==> src/rtl/unidade_controle_pkg.sv <==
// Shared types and constants for the multicycle MIPS main control unit:
// state encoding, opcode values and datapath select codes.
package unidade_controle_pkg;

    typedef enum logic [3:0] {
        S_INIT       = 4'd0,
        S_FETCH      = 4'd1,
        S_DECODE     = 4'd2,
        S_MEM_ADDR   = 4'd3,
        S_MEM_READ   = 4'd4,
        S_MEM_WB     = 4'd5,
        S_MEM_WRITE  = 4'd6,
        S_EXECUTE    = 4'd7,
        S_R_COMPLETE = 4'd8,
        S_BRANCH     = 4'd9,
        S_JUMP       = 4'd10,
        S_ADDI_EXEC  = 4'd11,
        S_ADDI_WB    = 4'd12,
        S_TRAP       = 4'd13
    } state_t;

    // Instruction opcodes understood by the control unit
    localparam logic [5:0] OP_RTYPE = 6'b000000;
    localparam logic [5:0] OP_LW    = 6'b100011;
    localparam logic [5:0] OP_SW    = 6'b101011;
    localparam logic [5:0] OP_BEQ   = 6'b000100;
    localparam logic [5:0] OP_J     = 6'b000010;
    localparam logic [5:0] OP_ADDI  = 6'b001000;

    // ULAOp codes handed to the ALU control decoder
    localparam logic [1:0] ULAOP_ADD   = 2'b11;
    localparam logic [1:0] ULAOP_SUB   = 2'b01;
    localparam logic [1:0] ULAOP_FUNCT = 2'b00;
    localparam logic [1:0] ULAOP_IMM   = 2'b10;

    // Second ALU operand select
    localparam logic [1:0] SRCB_REGB     = 2'b00;
    localparam logic [1:0] SRCB_FOUR     = 2'b01;
    localparam logic [1:0] SRCB_IMM      = 2'b10;
    localparam logic [1:0] SRCB_IMM_SHL2 = 2'b11;

    // PC source select
    localparam logic [1:0] PCSRC_ALU    = 2'b00;
    localparam logic [1:0] PCSRC_ALUOUT = 2'b01;
    localparam logic [1:0] PCSRC_JUMP   = 2'b10;

    // Dispatch target after DECODE; unknown opcodes land in TRAP
    function automatic state_t decode_dispatch(input logic [5:0] op);
        state_t nxt;
        case (op)
            OP_RTYPE:     nxt = S_EXECUTE;
            OP_LW, OP_SW: nxt = S_MEM_ADDR;
            OP_BEQ:       nxt = S_BRANCH;
            OP_J:         nxt = S_JUMP;
            OP_ADDI:      nxt = S_ADDI_EXEC;
            default:      nxt = S_TRAP;
        endcase
        return nxt;
    endfunction

endpackage

==> src/rtl/unidade_controle_multiciclo.sv <==
// Multicycle main control FSM for the MIPS datapath. Moore outputs decoded
// from the current state; memory-wait states qualify their enables with
// mem_ready so a stalled access never commits.
module unidade_controle_multiciclo
    import unidade_controle_pkg::*;
#(
    parameter int OPCODE_W = 6,
    parameter int STATE_W  = 4
) (
    input  logic                clk,
    input  logic                rst_n,
    input  logic [OPCODE_W-1:0] opcode,
    input  logic                mem_ready,
    output logic                PCWrite,
    output logic                PCWriteCond,
    output logic                IorD,
    output logic                MemRead,
    output logic                MemWrite,
    output logic                MemtoReg,
    output logic                IRWrite,
    output logic                RegWrite,
    output logic                RegDst,
    output logic                ULASrcA,
    output logic [1:0]          PCSource,
    output logic [1:0]          ULASrcB,
    output logic [1:0]          ULAOp,
    output logic                instr_done,
    output logic                illegal_op,
    output logic [STATE_W-1:0]  state_o
);

    state_t state_q, state_d;

    // State register; reset drops straight to INIT without waiting for a clock
    always_ff @(posedge clk or negedge rst_n) begin
        if (!rst_n) begin
            state_q <= S_INIT;
        end else begin
            state_q <= state_d;
        end
    end

    // Next-state and output decode from the current state
    always_comb begin
        state_d     = state_q;
        PCWrite     = 1'b0;
        PCWriteCond = 1'b0;
        IorD        = 1'b0;
        MemRead     = 1'b0;
        MemWrite    = 1'b0;
        MemtoReg    = 1'b0;
        IRWrite     = 1'b0;
        RegWrite    = 1'b0;
        RegDst      = 1'b0;
        ULASrcA     = 1'b0;
        PCSource    = PCSRC_ALU;
        ULASrcB     = SRCB_REGB;
        ULAOp       = ULAOP_FUNCT;
        instr_done  = 1'b0;
        illegal_op  = 1'b0;

        case (state_q)
            S_INIT: begin
                state_d = S_FETCH;
            end
            S_FETCH: begin
                // PC+4 is computed every cycle but only committed with the IR
                MemRead  = 1'b1;
                ULASrcB  = SRCB_FOUR;
                ULAOp    = ULAOP_ADD;
                PCSource = PCSRC_ALU;
                IRWrite  = mem_ready;
                PCWrite  = mem_ready;
                if (mem_ready) state_d = S_DECODE;
            end
            S_DECODE: begin
                // Speculative branch target into ALUOut
                ULASrcB = SRCB_IMM_SHL2;
                ULAOp   = ULAOP_ADD;
                state_d = decode_dispatch(opcode);
            end
            S_MEM_ADDR: begin
                ULASrcA = 1'b1;
                ULASrcB = SRCB_IMM;
                ULAOp   = ULAOP_ADD;
                state_d = (opcode == OP_SW) ? S_MEM_WRITE : S_MEM_READ;
            end
            S_MEM_READ: begin
                MemRead = 1'b1;
                IorD    = 1'b1;
                if (mem_ready) state_d = S_MEM_WB;
            end
            S_MEM_WB: begin
                RegWrite   = 1'b1;
                MemtoReg   = 1'b1;
                instr_done = 1'b1;
                state_d    = S_FETCH;
            end
            S_MEM_WRITE: begin
                MemWrite   = 1'b1;
                IorD       = 1'b1;
                instr_done = mem_ready;
                if (mem_ready) state_d = S_FETCH;
            end
            S_EXECUTE: begin
                ULASrcA = 1'b1;
                ULASrcB = SRCB_REGB;
                ULAOp   = ULAOP_FUNCT;
                state_d = S_R_COMPLETE;
            end
            S_R_COMPLETE: begin
                RegDst     = 1'b1;
                RegWrite   = 1'b1;
                instr_done = 1'b1;
                state_d    = S_FETCH;
            end
            S_BRANCH: begin
                // PC update is gated by the ALU zero flag in the datapath
                ULASrcA     = 1'b1;
                ULASrcB     = SRCB_REGB;
                ULAOp       = ULAOP_SUB;
                PCWriteCond = 1'b1;
                PCSource    = PCSRC_ALUOUT;
                instr_done  = 1'b1;
                state_d     = S_FETCH;
            end
            S_JUMP: begin
                PCWrite    = 1'b1;
                PCSource   = PCSRC_JUMP;
                instr_done = 1'b1;
                state_d    = S_FETCH;
            end
            S_ADDI_EXEC: begin
                ULASrcA = 1'b1;
                ULASrcB = SRCB_IMM;
                ULAOp   = ULAOP_ADD;
                state_d = S_ADDI_WB;
            end
            S_ADDI_WB: begin
                RegWrite   = 1'b1;
                instr_done = 1'b1;
                state_d    = S_FETCH;
            end
            S_TRAP: begin
                // Parked until reset; the flag stays up as long as we are here
                illegal_op = 1'b1;
            end
            default: begin
                state_d = S_INIT;
            end
        endcase
    end

    assign state_o = STATE_W'(state_q);

endmodule
==> config.mk <==
export PLATFORM = sky130hd
export DESIGN_NAME = unidade_controle_multiciclo
export DESIGN_NICKNAME = d
export VERILOG_FILES = /design/src/rtl/unidade_controle_pkg.sv /design/src/rtl/unidade_controle_multiciclo.sv
export SDC_FILE = /design/constraint.sdc
export NUM_CORES = 1
export LEC_CHECK = 0
export BUFFER_PORTS_ARGS = -buffer_cell sky130_fd_sc_hd__buf_2
export CAP_MARGIN = 20
export CORE_AREA = 3 3 40 42
export CTS_CLUSTER_SIZE = 10
export DETAILED_ROUTE_END_ITERATION = 7
export DIE_AREA = 0 0 43 45
export GPL_TIMING_DRIVEN = 1
export PLACE_DENSITY_LB_ADDON = 0.3
export SYNTH_ARGS = -nofsm -noshare
export SYNTH_HDL_FRONTEND = slang
export SYNTH_SLANG_ARGS = --single-unit
export TNS_END_PERCENT = 5
==> constraint.sdc <==
create_clock -name clk -period 3.8 [get_ports clk]
set_input_delay 0.19 -clock clk [delete_from_list [all_inputs] [get_ports clk]]
set_output_delay 0.19 -clock clk [all_outputs]
set_load 0.02 [all_outputs]
==> impl_metrics.ini, run 1 <==
[timing]
finalHoldViolCount = 0
layout_min_cycle_time_ns = 1.85
fin_skew_ns = 0.00630
tightest_slew_ns = 0.541
slew_violations = 0
slew_headroom_pct = 64.0
clock.fmax_ghz = 0.540
rsz0062_at_grt = no
tns_ns = 0
period_share_pct = 48.7
setup_violations = 0

[final_layout]
fillers = 120
drive_above_1_share_pct = 33.9
nets = 123
largest_reg_flops = 4
mostFrequentLayoutCells = buf_2, nor2_1, nand2b_1
n_antenna_cell = 0
regArea_um2 = 100
final_common_cell = buf_2
multi_input_area_um2 = 444
areaGrowthSynthToFinish_pct = 27.8

[clock_tree]
clk_latency_ns = 0.24
htreeDepth = 1
clk_pin_slew_ns = 0.03
cts_tree = done
numCtsBuffers = 3
postCtsSetupBuffers = 0
clockRootBuffer = clkbuf_4
cts_sinks = 4
clk_path_buf_depth = 2

[flow_run]
cap_violations = 0

[setup_path]
cp_max_fo = 17
crit_path_end_kind = output port
critPathLaunch = state_o[3]$_DFFE_PN0P_
r2r_start = state_o[1]$_DFFE_PN0P_
worstSetupStartpointType = flop
cp.required_ns = 3.61
critPathKind = flop to output port
cp.arrival_ns = 1.66

[logic_synthesis]
synth_edf_count = 0
yosysSeqAreaShare_pct = 17.0
synth.distinct_cells = 38
avgSynthCellArea_um2 = 6.93
syn_inst = 85
synthArstFlopShare_pct = 100
netlist.area_leader.share_pct = 17.0
synthTopCellsByArea = dfrtp_1, nand2b_1, nor2_1
synth-main-ff-cell = dfrtp_1
yosys.area.top_type = dfrtp_1
yosys_register_bits = 4
synth_warnings = 0
syn_nets = 94
syn_area_um2 = 589

[power_and_ir_drop]
leakagePower_uw = 0.000356
power_uw = 611
powerDensity_nw_per_um2 = 811
vdd_drop_max_mv = 0.387

[grt]
grt_pass1_wl_um = 2650
grt_pass1_vias = 622
grt_max_degree = 22
antenna_found_initial = 0
gr-usage-all-layers_pct = 17.8
overflow = 0

[placement]
dp_hpwl_um = 1230
gp_congestion = 0.809
port_buffers = 30

[detailed_routing]
drc = 0
drtPass1Iterations = 4
routedWlPerCell_um = 12.9
drtAntennaViolNets = 0
drtIter0Drc = 19
vias = 728
via_per_inst = 5.73
totalWireLength_um = 1630

[run_status]
status = completed

[die]
start_util_pct = 45.9
dieArea_um2 = 1940
io_pins = 31
row_count = 13
core_um2 = 1280
fp.dieH_um = 45
die_x_um = 43

[min_path]
holdCritStartpoint = opcode[4]
min_path_type = primary input to flop
-- kinds of logic (layout without fill, tap and decap cells) --
kind of cell,count (synthesis),after routing,synth area share [%]
buffers and inverters,9,36,7.64
AOI/OAI and AO/OA,30,30,35.9
muxes,1,1,1.91
adders and majority gates,1,1,1.70
DFF,4,4,17.0
xor gates and xnor gates,1,1,1.49
and+or+nand+nor,39,39,34.4
-- what timing repair did --
action / in CTS / in global routing
endpoints found under the hold margin: 4 / 0
resized for setup: 0 / 0
hold buffers: 1 / 0
-- power by group --
group          switching (uW)  leakage [uW]  internal (uW)
Sequential               72.9     0.0000499           59.1
Combinational             257      0.000292            168
Clock                    18.3     0.0000138           35.4
Total                     348      0.000356            263
-- worst paths after layout --
path	endpoint	slack, ns	cells after the start
min in group asynchronous	state_o[2]$_DFFE_PN0P_	0.28	2
hold reg to reg	state_o[1]$_DFFE_PN0P_	0.80	1
max in group asynchronous	state_o[0]$_DFFE_PN0P_	3.39	2
hold / removal	state_o[0]$_DFFE_PN0P_	0.27	4
setup reg to reg	state_o[1]$_DFFE_PN0P_	2.25	3
setup / recovery	RegWrite	1.95	4
-- worst max-delay path, cell delays in order (launching register included) --
cell	delay, ns
dfrtp_1	0.56
nand2b_1	0.31
mux2_2	0.30
nor2_1	0.08
buf_2	0.17
-- Yosys cell counts, types with 2 or more instances --
master     n
a21oi_1    6
buf_2      6
o21ai_0    4
dfrtp_1    4
nand2b_1   8
nand2_1    7
nor2_1    11
nor3_1     3
a211oi_1   3
o21ai_1    2
inv_1      2
o31ai_1    2
and3_1     2
-- area by class of cell --
cell class	count	area share [%]
clock buffers	3	2.99
inverters	2	0.997
multi-input cells	72	59.0
flip-flops and latches	4	13.3
well taps	15	2.49
repair buffers	31	21.3
-- per-layer routing --
| metal | track usage, % | vias up | share of wire (%) |
|---|---|---|---|
| met3 | 6.37 | 0 | 6.7 |
| met5 | 0 | - | 0 |
| li1 | - | 374 | - |
| met1 | 21.7 | 325 | 42 |
| met2 | 31.1 | 29 | 51 |
| met4 | 1.81 | 0 | 0 |
-- per-stage QoR --
step | worst slack, ns | hold WS [ns] | utilization (%) | cells | instance area, um^2
3_5_place_dp | 2.20 | -0.00238 | 56.1 | 123 | 721
6_report | 1.95 | 0.275 | 58.6 | 127 | 753
2_1_floorplan | 2.14 | -0.106 | - | 85 | 589
5_1_grt | 1.82 | 0.274 | 58.6 | 127 | 753
4_1_cts | 1.95 | 0.272 | 58.6 | 127 | 753
3_3_place_gp | 2.25 | -0.00446 | 56.1 | 123 | 721
No activity file was read; power rests on OpenSTA's default activity.
==> run 2: changes to the inputs <==
- CORE_AREA: 3 3 40 42 -> unset
- CORE_MARGIN: unset -> 3
- CORE_UTILIZATION: unset -> 43
- DIE_AREA: 0 0 43 45 -> unset
- clock period: 3.8 -> 1.9 ns (I/O delays scaled with it)
==> impl_metrics.ini, run 2 (same netlist as run 1, synthesis figures left out) <==
[detailed_routing]
drc = 0
routedWlPerCell_um = 12.5
vias = 748
via_per_inst = 5.94
drtIter0Drc = 33
drtAntennaViolNets = 0
totalWireLength_um = 1570
drtPass1Iterations = 4

[timing]
slew_violations = 0
rsz0062_at_grt = no
fin_skew_ns = 0.00118
period_share_pct = 91.3
layout_min_cycle_time_ns = 1.74
tns_ns = 0
setup_violations = 0
fin_ws_ns = 0.165
clock.fmax_ghz = 0.576
slew_headroom_pct = 64.8
finalHoldViolCount = 0
tightest_slew_ns = 0.528

[setup_path]
r2r_cells = 4
r2r_start = state_o[0]$_DFFE_PN0P_
crit_end = RegWrite
cp_max_fo = 17
regToRegEndpoint = state_o[1]$_DFFE_PN0P_
crit_family = flip-flops
path_depth = 4
critPathMaxStageDelay_ns = 0.55
critPathKind = flop to output port
cp.arrival_ns = 1.64
critPathLaunch = state_o[3]$_DFFE_PN0P_
rrSetupSlack_ns = 0.29
worstSetupStartpointType = flop
crit_slowest_cell = dfrtp_1
crit_path_end_kind = output port
worstPathBufferInverterCount = 1
cp.required_ns = 1.80
crit_chain = nand2b_1 -> mux2_2 -> nor2_1 -> buf_2

[power_and_ir_drop]
leakagePower_uw = 0.000356
pwr-share-clk_pct = 8.7
power_switching_uw = 692
combPwrFrac_pct = 69.7
powerDensity_nw_per_um2 = 1620
vdd_drop_max_mv = 0.705
intPower_uw = 525
switching_share_pct = 56.8
seq_power_share_pct = 21.6

[final_layout]
drive_above_1_share_pct = 33.9
n_antenna_cell = 0
finalNonFillerCells = 126
mostFrequentLayoutCells = buf_2, nor2_1, nand2b_1
largest_reg_flops = 4
post-route-util_pct = 62.6
areaGrowthSynthToFinish_pct = 27.6
final_common_cell = buf_2
nets = 123

[grt]
gr-usage-all-layers_pct = 16.5
grt_pass1_wl_um = 2460
grt_max_degree = 22
grt_pass1_vias = 596
overflow = 0
antenna_found_initial = 0

[placement]
dp_hpwl_um = 1160
gp_congestion = 0.814
place_inst = 122
dp_slack_ns = 0.321
port_buffers = 30

[run_status]
status = completed

[clock_tree]
clk_path_buf_depth = 2
htreeDepth = 1
cts_sinks = 4
clk_latency_ns = 0.24
cts_resized = 0
clk_pin_slew_ns = 0.04
numCtsBuffers = 3
cts_tree = done
clockRootBuffer = clkbuf_4

[die]
dieArea_um2 = 1850
fp.dieH_um = 43.0
die_x_um = 43.0
io_pins = 31
start_util_pct = 49.1
row_count = 12
core_um2 = 1200

[flow_run]
cap_violations = 0

[min_path]
min_path_type = primary input to flop
run 2: cell counts in the layout (fill, tap and decap cells not counted):
Identical to the previous run, type by type.
run 2: power groups by stage:
stage          registers (uW)  clock network [uW]  logic (uW)
6_report                  263                 106         848
5_1_grt                   282                 116         917
4_1_cts                   258                 109         852
3_5_place_dp              260                   0         846
3_3_place_gp              258                   0         840
2_1_floorplan             188                   0         698
run 2: layer usage:
layer,part of all wire (%),track usage [%],wire length [um]
met1,43,22.9,669
met2,47,25.1,746
met3,9.2,2.97,144
met4,0.76,6.02,12
met5,0,0,0
run 2: per-stage QoR:
stage          hold WS [ns]  total power (uW)  instance area [um^2]
2_1_floorplan        -0.201               886                   589
3_3_place_gp        -0.0998              1100                   719
3_5_place_dp        -0.0990              1110                   719
4_1_cts               0.168              1220                   752
5_1_grt               0.205              1310                   752
6_report              0.169              1220                   752
run 2: worst min path at each step:
stage	from	to	slack (ns)	cells after the start
2_1_floorplan	rst_n	state_o[0]$_DFFE_PN0P_	-0.20	0
3_3_place_gp	rst_n	state_o[2]$_DFFE_PN0P_	-0.1	1
3_5_place_dp	rst_n	state_o[2]$_DFFE_PN0P_	-0.1	1
4_1_cts	opcode[4]	state_o[0]$_DFFE_PN0P_	0.17	4
5_1_grt	opcode[4]	state_o[0]$_DFFE_PN0P_	0.20	4
6_report	opcode[4]	state_o[0]$_DFFE_PN0P_	0.17	4
run 2: area by class of cell:
cell class | count | area, um^2
flip-flops and latches | 4 | 100
well taps | 14 | 17.5
clock buffers | 3 | 22.5
inverters | 2 | 7.51
repair buffers | 31 | 160
fillers | 125 | 449
multi-input cells | 72 | 444
run 2: what timing repair did:
action,in CTS,in global routing
setup buffers,0,0
endpoints found under the hold margin,4,0
hold buffers,1,0
run 2: worst reg2reg max path, cell delays in order, from the launching register on:
cell and delay, ns:
dfrtp_1 0.56, nand2b_1 0.31, o21ai_1 0.19, o211ai_1 0.11, a222oi_1 0.33
==> run 3: changes to the inputs <==
- clock period: 1.9 -> 1.75 ns (I/O delays scaled with it)
==> impl_metrics.ini, run 3 (same netlist as run 1, synthesis figures left out) <==
[run_status]
status = completed

[die]
core_um2 = 1200
fp.dieH_um = 43.0
die_x_um = 43.0
row_count = 12
dieArea_um2 = 1850
io_pins = 31
start_util_pct = 49.1

[timing]
clock.fmax_ghz = 0.623
tns_ns = 0
fin_skew_ns = 0.00679
rsz0062_at_grt = no
tightest_slew_ns = 0.358
layout_min_cycle_time_ns = 1.60
finalHoldViolCount = 0
slew_headroom_pct = 76.0
slew_violations = 0
period_share_pct = 91.7
setup_violations = 0

[detailed_routing]
drtPass1Iterations = 4
vias = 741
routedWlPerCell_um = 13.2
drtAntennaViolNets = 0
via_per_inst = 5.88
drc = 0
totalWireLength_um = 1660
drtIter0Drc = 35

[grt]
met3_usage_pct = 1.27
grt_max_degree = 22
grt_pass1_wl_um = 2630
grt_util_met1_pct = 22.4
overflow = 0
gr-usage-all-layers_pct = 18.4
grt.busiest_layer = met2
grt_pass1_vias = 623
antenna_found_initial = 0
grt.met2_usage_pct = 30.5

[setup_path]
crit_slowest_cell = dfrtp_2
worstPathBufferInverterCount = 1
critPathKind = flop to output port
critPathMaxStageDelay_ns = 0.51
cp_max_fo = 17
cp.arrival_ns = 1.52
rrSetupSlack_ns = 0.27
worstSetupStartpointType = flop
crit_chain = nand2b_1 -> mux2_2 -> nor2_1 -> buf_2
crit_path_end_kind = output port
cp.required_ns = 1.66
crit_family = flip-flops

[final_layout]
post-route-util_pct = 63.0
largest_reg_flops = 4
areaGrowthSynthToFinish_pct = 28.5
final_common_cell = buf_2
n_antenna_cell = 0
drive_above_1_share_pct = 37.5
nets = 123
fillers = 117
mostFrequentLayoutCells = buf_2, nor2_1, nand2b_1

[power_and_ir_drop]
vdd_drop_max_mv = 1.00
leakagePower_uw = 0.000351
powerDensity_nw_per_um2 = 1770

[clock_tree]
clk_pin_slew_ns = 0.04
clk_path_buf_depth = 2
numCtsBuffers = 3
htreeDepth = 1
clk_latency_ns = 0.24
cts_tree = done
postCtsSetupBuffers = 0
cts_sinks = 4
clockRootBuffer = clkbuf_4

[flow_run]
cap_violations = 0

[placement]
port_buffers = 30
gp_congestion = 0.815
dp_hpwl_um = 1220

[min_path]
min_path_type = primary input to flop
run 3: worst min-delay path, cell delays in order:
cell	delay (ns)
buf_2	0.10
nor2_1	0.04
nand2_1	0.05
a31oi_1	0.08
run 3: final cells by class:
class	count	area, um^2	share of cell area (%)
flip-flops and latches	4	105	13.9
multi-input cells	72	444	58.7
well taps	14	17.5	2.31
clock buffers	3	22.5	2.98
inverters	2	7.51	0.992
repair buffers	31	160	21.2
run 3: stage by stage:
stage | total power (uW) | hold WS [ns] | std cells | worst slack (ns) | area [um^2]
finish | 1340 | 0.153 | 126 | 0.146 | 757
global route | 1440 | 0.203 | 126 | 0.0585 | 757
CTS | 1330 | 0.155 | 126 | 0.0138 | 752
detailed placement | 1210 | -0.103 | 122 | 0.192 | 719
global placement | 1190 | -0.108 | 122 | 0.273 | 719
floorplan | 962 | -0.208 | 85 | 0.189 | 589
run 3: what timing repair did:
item	in CTS	in global routing
gates resized for setup	0	4
setup endpoints to repair	0	4
hold buffers	1	0
hold endpoints to repair	4	0
run 3: final timing paths:
check / from / end / cells after the start
max: state_o[3]$_DFFE_PN0P_ / RegWrite / 4
min: opcode[4] / state_o[0]$_DFFE_PN0P_ / 4
max reg2reg: state_o[0]$_DFFE_PN0P_ / state_o[1]$_DFFE_PN0P_ / 4
min reg2reg: state_o[2]$_DFFE_PN0P_ / state_o[1]$_DFFE_PN0P_ / 1
max in group asynchronous: rst_n / state_o[3]$_DFFE_PN0P_ / 2
min in group asynchronous: rst_n / state_o[0]$_DFFE_PN0P_ / 2
run 3: routing by layer:
layer	vias up	wire length [um]
li1	373	-
met3	6	120
met1	327	717
met4	0	30
met5	-	0
met2	35	792
run 3: power by group:
group | switching [uW] | internal (uW) | leakage [uW]
sequential | 159 | 137 | 0.0000450
clock | 40.1 | 76.8 | 0.0000138
combinational | 561 | 365 | 0.000292
